<file path="config.mk">
export PLATFORM = sky130hd
export DESIGN_NAME = dist_ram_dp
export DESIGN_NICKNAME = d
export VERILOG_FILES = /design/src/rtl/dist_ram_pkg.sv /design/src/rtl/dist_ram_clr_fsm.sv /design/src/rtl/dist_ram_dp.sv
export SDC_FILE = /design/constraint.sdc
export NUM_CORES = 1
export LEC_CHECK = 0
export ABC_AREA = 0
export ABC_CLOCK_PERIOD_IN_PS = 3300
export CELL_PAD_IN_SITES_DETAIL_PLACEMENT = 1
export CELL_PAD_IN_SITES_GLOBAL_PLACEMENT = 2
export CORE_MARGIN = 2
export CORE_UTILIZATION = 41
export CTS_CLUSTER_SIZE = 30
export DETAILED_ROUTE_END_ITERATION = 8
export PLACE_DENSITY = 0.76
export SLEW_MARGIN = 10
export SYNTH_ARGS = -nofsm -noshare
export SYNTH_HDL_FRONTEND = slang
export SYNTH_HIERARCHICAL = 1
export SYNTH_SLANG_ARGS = --single-unit
</file>
<file path="constraint.sdc">
create_clock -name clk -period 3.3 [get_ports clk]
set_clock_uncertainty 0.05 [all_clocks]
set_input_delay 0.33 -clock clk [delete_from_list [all_inputs] [get_ports clk]]
set_output_delay 0.33 -clock clk [all_outputs]
set_load 0.02 [all_outputs]
</file>
<file path="src/rtl/dist_ram_pkg.sv">
// Shared types and mode constants for the dual-port distributed RAM.
package dist_ram_pkg;

  typedef enum logic {
    CLEAR = 1'b0,
    IDLE  = 1'b1
  } clr_state_e;

  localparam int READ_ASYNC      = 0;
  localparam int READ_SYNC       = 1;
  localparam int RDW_WRITE_FIRST = 0;
  localparam int RDW_READ_FIRST  = 1;

endpackage

</file>
<file path="src/rtl/dist_ram_clr_fsm.sv">
// Clear sequencer: walks every address once after reset or on clr_req,
// and flags user writes that arrive while the array is being cleared.
module dist_ram_clr_fsm
  import dist_ram_pkg::*;
#(
  parameter int ADDR_WIDTH = 6
) (
  input  logic                  clk,
  input  logic                  RST,
  input  logic                  clr_req,
  input  logic                  we,
  output logic                  busy,
  output logic                  wr_drop,
  output logic [ADDR_WIDTH-1:0] ptr
);

  clr_state_e            state_q, state_d;
  logic [ADDR_WIDTH-1:0] ptr_q, ptr_d;
  logic                  busy_q, busy_d;
  logic                  wr_drop_q, wr_drop_d;

  always_comb begin
    state_d   = state_q;
    ptr_d     = ptr_q;
    busy_d    = busy_q;
    wr_drop_d = we && busy_q;
    case (state_q)
      CLEAR: begin
        // Pointer wraps to 0 naturally after the last address.
        ptr_d = ptr_q + ADDR_WIDTH'(1);
        if (&ptr_q) begin
          state_d = IDLE;
          busy_d  = 1'b0;
        end
      end
      IDLE: begin
        if (clr_req) begin
          state_d = CLEAR;
          busy_d  = 1'b1;
          ptr_d   = '0;
        end
      end
      default: begin
        state_d = CLEAR;
        busy_d  = 1'b1;
        ptr_d   = '0;
      end
    endcase
  end

  always_ff @(posedge clk or negedge RST) begin
    if (!RST) begin
      state_q   <= CLEAR;
      ptr_q     <= '0;
      busy_q    <= 1'b1;
      wr_drop_q <= 1'b0;
    end else begin
      state_q   <= state_d;
      ptr_q     <= ptr_d;
      busy_q    <= busy_d;
      wr_drop_q <= wr_drop_d;
    end
  end

  assign busy    = busy_q;
  assign wr_drop = wr_drop_q;
  assign ptr     = ptr_q;

endmodule

</file>
<file path="src/rtl/dist_ram_dp.sv">
// Dual-port distributed RAM: port A read/write with byte lanes, port B read-only,
// async or registered read, with a clear sequencer owning the write port while busy.
module dist_ram_dp
  import dist_ram_pkg::*;
#(
  parameter int                  DATA_WIDTH = 16,
  parameter int                  ADDR_WIDTH = 6,
  parameter int                  BYTE_WIDTH = 8,
  parameter int                  READ_MODE  = 0,
  parameter int                  RDW_MODE   = 0,
  parameter logic [DATA_WIDTH-1:0] INIT_VALUE = '0
) (
  input  logic                             clk,
  input  logic                             RST,
  input  logic                             clr_req,
  output logic                             busy,
  output logic                             wr_drop,
  input  logic                             we,
  input  logic [DATA_WIDTH/BYTE_WIDTH-1:0] be,
  input  logic [ADDR_WIDTH-1:0]            a,
  input  logic [DATA_WIDTH-1:0]            di,
  input  logic                             re_a,
  output logic [DATA_WIDTH-1:0]            spo,
  input  logic [ADDR_WIDTH-1:0]            dpra,
  input  logic                             re_b,
  output logic [DATA_WIDTH-1:0]            dpo
);

  localparam int DEPTH = 2 ** ADDR_WIDTH;
  localparam int NB    = DATA_WIDTH / BYTE_WIDTH;

  function automatic logic [DATA_WIDTH-1:0] merge_lanes(input logic [DATA_WIDTH-1:0] old_w,
                                                        input logic [DATA_WIDTH-1:0] new_w,
                                                        input logic [NB-1:0]         en);
    merge_lanes = old_w;
    for (int i = 0; i < NB; i++) begin
      if (en[i]) merge_lanes[i*BYTE_WIDTH +: BYTE_WIDTH] = new_w[i*BYTE_WIDTH +: BYTE_WIDTH];
    end
  endfunction

  logic [DATA_WIDTH-1:0] mem_q [DEPTH];
  logic [ADDR_WIDTH-1:0] clr_addr;
  logic                  user_we;
  logic [ADDR_WIDTH-1:0] wr_addr;
  logic [DATA_WIDTH-1:0] wr_data;
  logic [NB-1:0]         wr_be;
  logic [DATA_WIDTH-1:0] rd_a, rd_b, new_a, coll_a;

  dist_ram_clr_fsm #(
    .ADDR_WIDTH(ADDR_WIDTH)
  ) u_clr_fsm (
    .clk     (clk),
    .RST     (RST),
    .clr_req (clr_req),
    .we      (we),
    .busy    (busy),
    .wr_drop (wr_drop),
    .ptr     (clr_addr)
  );

  // The clear sequencer owns the single write port for the whole pass.
  always_comb begin
    user_we = we && !busy;
    if (busy) begin
      wr_addr = clr_addr;
      wr_data = INIT_VALUE;
      wr_be   = '1;
    end else begin
      wr_addr = a;
      wr_data = di;
      wr_be   = user_we ? be : '0;
    end
  end

  always_ff @(posedge clk) begin
    for (int i = 0; i < NB; i++) begin
      if (wr_be[i]) mem_q[wr_addr][i*BYTE_WIDTH +: BYTE_WIDTH] <= wr_data[i*BYTE_WIDTH +: BYTE_WIDTH];
    end
  end

  assign rd_a   = busy ? INIT_VALUE : mem_q[a];
  assign rd_b   = busy ? INIT_VALUE : mem_q[dpra];
  assign new_a  = merge_lanes(mem_q[a], di, be);
  assign coll_a = (RDW_MODE != RDW_READ_FIRST && user_we) ? new_a : rd_a;

  if (READ_MODE == READ_SYNC) begin : g_sync
    logic [DATA_WIDTH-1:0] spo_q, spo_d, dpo_q, dpo_d;

    always_comb begin
      spo_d = re_a ? coll_a : spo_q;
      dpo_d = re_b ? rd_b : dpo_q;
    end

    always_ff @(posedge clk or negedge RST) begin
      if (!RST) begin
        spo_q <= '0;
        dpo_q <= '0;
      end else begin
        spo_q <= spo_d;
        dpo_q <= dpo_d;
      end
    end

    assign spo = spo_q;
    assign dpo = dpo_q;
  end else begin : g_async
    // Read enables and the collision path only matter in registered mode.
    logic unused_rd;
    assign unused_rd = ^{re_a, re_b, coll_a};
    assign spo = rd_a;
    assign dpo = rd_b;
  end

endmodule

</file>
==> results.py <==
metrics = {
    "status": {
        "status": "finished clean",
    },
    "worst_setup_path": {
        "critPathArrivalTime_ps": 2870,
        "cp_slowest_cell": "mux4_2",
        "end_kind": "output pin",
        "worstPathRequired_ps": 2920,
        "crit_path_start_kind": "flip-flop",
        "critical_path_class": "flip-flop to output pin",
        "cp_slowest_stage_delay_ps": 560,
        "critPathBufInv": 2,
        "worst_path_dominant_cell_family": "compound AO/OA/AOI/OAI gates",
        "path_cells": "mux4_2, o32ai_2, a211oi_1, o21ai_0, buf_4, o211ai_1, clkdlybuf4s15_1",
        "reg2reg_setup_slack_ps": 210,
        "r2r-end": "mem_q[4][14]$_DFFE_PP_",
        "reg2regPathDepth": 6,
        "r2r_start": "u_clr_fsm/busy$_DFFE_PN1P_",
        "path_max_fanout": 2,
    },
    "routing": {
        "ant_nets": 0,
        "via_count": 29240,
        "wire_per_inst_um": 35.04,
        "drc": 0,
        "dr.pass1.iters": 5,
        "viasPerCell": 6.424,
        "drt-initial-drc-count": 3629,
        "wl_um": 159500,
    },
    "sta": {
        "relSlewSlack_pct": 9.911,
        "whs_ps": 324.6,
        "slew_violations": 0,
        "period_share_pct": 98.59,
        "fmax_mhz": 307.4,
        "worst_pin_slew_ps": 1346,
        "setup_viol": 0,
        "hold_viol_final": 0,
        "period_needed_ps": 3254,
    },
    "synthesis": {
        "async_reset_ff_share_pct": 0.8712,
        "synth_edf_count": 1024,
        "syn-mean-instance-area_um2": 19.66,
        "ys.flop_type": "edfxtp_1",
        "syn_nets": 2507,
        "ys_seq_elements": 1033,
        "syn_area_um2": 48550,
        "ys_warn_count": 6,
        "ys_seq_area_share_pct": 63.80,
        "synthCells": 2470,
        "ys_types": 57,
    },
    "final_layout": {
        "multiInputGateArea_um2": 16900,
        "regArea_um2": 30980,
        "nNetsFinal": 2959,
        "area_growth_pct": 20.01,
        "stdcell_count": 4551,
        "drive_gt1_share_pct": 42.24,
        "fill_cells": 10760,
    },
    "clock_tree": {
        "cts_made_buffers": 108,
        "cts_htree_levels": 3,
        "ctsLongestPathBuffers": 3,
        "cts_root_buf": "clkbuf_16",
        "cts_tree": "built",
        "clk_latency_ps": 690,
        "cts.sinks": 1033,
        "cts.clk_slew.worst_paths_ps": 60,
    },
    "power": {
        "p_leak_nw": 19.43,
        "power_density_nw_per_um2": 634.8,
        "vdd_drop_max_mv": 0.5416,
        "total_power_mw": 36.98,
    },
    "die": {
        "die_area_um2": 121200,
        "core_area_um2": 117800,
        "ios": 70,
        "die_x_um": 348.1,
        "num_rows": 126,
        "start_util_pct": 41.23,
        "die_h_um": 348.1,
    },
    "worst_hold_path": {
        "timing.hold.worst.start": "clr_req",
        "hold_class": "primary input to flip-flop",
        "min_to": "u_clr_fsm/ptr[4]$_DFFE_PN0P_",
        "min_delay_path_depth": 2,
    },
    "placed_design": {
        "io_buffers": 67,
        "place_congestion": 0.8870,
        "dp_hpwl_um": 111300,
        "dp.cells": 4339,
    },
    "run": {
        "drv_cap": 0,
    },
    "global_route": {
        "grt_pass1_wl_um": 229400,
        "grt_pass1_vias": 30670,
        "antenna_found_initial": 6,
        "grt_start_max_net_pins": 65,
        "overflow": 0,
        "track_usage_pct": 26.51,
    },
}
[where the power goes]
group / switching, mW / internal (mW)
logic: 5.15 / 2.75
registers: 0.408 / 16.2
clock network: 5.21 / 7.23
total: 10.8 / 26.2
[kinds of logic after synthesis]
group / Yosys count / share of synthesized area [%]
buffers and inverters: 197 / 2.152
muxes: 669 / 27.72
and+or+nand+nor: 329 / 2.920
DFF: 1033 / 63.80
xor gates and xnor gates: 2 / 0.03609
adders and majority gates: 1 / 0.02577
AOI/OAI and AO/OA: 239 / 3.345
[worst max path at each step]
stage | from | slack, ps | endpoint | cells after the start
3_3_place_gp | a[5] | -480 | spo[10] | 8
4_1_cts | mem_q[17][1]$_DFFE_PP_ | 20 | dpo[1] | 7
6_report | mem_q[32][14]$_DFFE_PP_ | 50 | spo[14] | 7
3_5_place_dp | a[5] | -480 | spo[10] | 8
5_1_grt | mem_q[32][14]$_DFFE_PP_ | -80 | spo[14] | 7
2_1_floorplan | u_clr_fsm/busy$_DFFE_PN1P_ | 280 | mem_q[0][0]$_DFFE_PP_ | 3
[synthesized netlist by cell type, types with 4 or more instances]
cell type  count  share of area [%]
nand3b_1       4              0.062
mux2i_1      117                2.4
a22oi_1       26               0.40
o32ai_1        6               0.11
mux4_2       539                 25
nand3_1       17               0.18
nor2b_1       21               0.27
o2bb2ai_1      7               0.13
a221o_1        4              0.082
a221oi_1       7               0.13
a211oi_1       8               0.12
a31oi_1       14               0.18
nand2_1       87               0.67
o221ai_1      26               0.47
o21ai_0       54               0.56
nand2b_1      14               0.18
o31ai_1        7               0.11
o211ai_1       6              0.093
dfrtp_1        8               0.41
buf_1          6              0.046
clkbuf_1      49               0.38
mux2_2        13               0.30
buf_4         40               0.62
o22ai_1       15               0.19
edfxtp_1    1024                 63
nor2_1       167                1.3
buf_6          6               0.14
inv_1          5              0.039
a21oi_1       36               0.37
buf_2         88               0.91
[final cells by class]
cell class,count,area share [%]
flip-flops and latches,1033,53.16
multi-input cells,1240,29.01
repair buffers,531,8.306
clock buffers,124,4.778
well taps,1536,3.298
clock inverters,78,1.392
inverters,8,0.05154
diodes,1,0.004295
[registers in the layout, indices dropped and copies added (netlist names)]
signal and flops:
mem_q 1024, u_clr_fsm/busy 1, u_clr_fsm/ptr 6, u_clr_fsm/state_q 1, u_clr_fsm/wr_drop 1
[layout by cell type (no fill, tap or decap), types with 5 or more instances in the layout]
master / synthesis / layout
a22oi_1: 26 / 25
clkinv_1: 1 / 20
mux2_2: 13 / 13
inv_6: 0 / 7
dlygate4sd2_1: 0 / 22
a21oi_2: 0 / 7
a31oi_1: 14 / 13
o2bb2ai_1: 7 / 5
buf_12: 0 / 58
nand2_1: 87 / 87
dfrtp_1: 8 / 8
inv_1: 5 / 5
o221ai_1: 26 / 22
mux4_2: 539 / 539
clkbuf_1: 49 / 15
bufinv_16: 0 / 15
clkinvlp_4: 0 / 10
o31ai_1: 7 / 6
mux2i_2: 0 / 8
mux2i_1: 117 / 108
nand3_1: 17 / 15
clkbuf_16: 0 / 109
clkdlybuf4s50_1: 0 / 25
o21ai_0: 54 / 49
a21oi_1: 36 / 28
a211oi_1: 8 / 7
buf_4: 40 / 410
nand2b_1: 14 / 13
nor2_1: 167 / 166
o211ai_1: 6 / 6
o22ai_1: 15 / 15
edfxtp_1: 1024 / 1024
clkinv_2: 0 / 23
nor2b_4: 0 / 16
[stage by stage]
| stage | utilization, % | setup slack (ps) | instance area (µm²) | setup TNS, ps |
|---|---|---|---|---|
| after floorplan | - | 285.0 | 48550 | 0 |
| after global placement | 46.18 | -476.8 | 54390 | -3071 |
| after detailed placement | 46.18 | -475.9 | 54390 | -7067 |
| after CTS | 49.43 | 17.66 | 58210 | 0 |
| after global routing | 49.47 | -80.60 | 58260 | -80.60 |
| final | 49.48 | 46.42 | 58260 | 0 |
[routing by layer]
metal / global-route usage [%] / vias up / routed length (µm)
met5: 0 / - / 23
met4: 10.63 / 4 / 6983
met3: 5.143 / 322 / 14790
met2: 42.95 / 1661 / 76880
met1: 35.42 / 15710 / 60800
li1: - / 11540 / -
[worst register-to-register path, delay by kind of cell, from the launching register on]
family,cells,cell delay [ps]
buffers and inverters,2,390
AO/OA/AOI/OAI,1,170
AND/OR/NAND/NOR,3,1470
flip-flops,1,600
[timing repair]
item	4_1_cts	5_1_grt
hold endpoints to repair	8	0
setup buffers	6	3
resized for setup	87	18
pin swaps	4	3
endpoints found under the setup margin	32	10
hold buffers	1	0
Note: power is estimated with default switching activity, not from simulation.
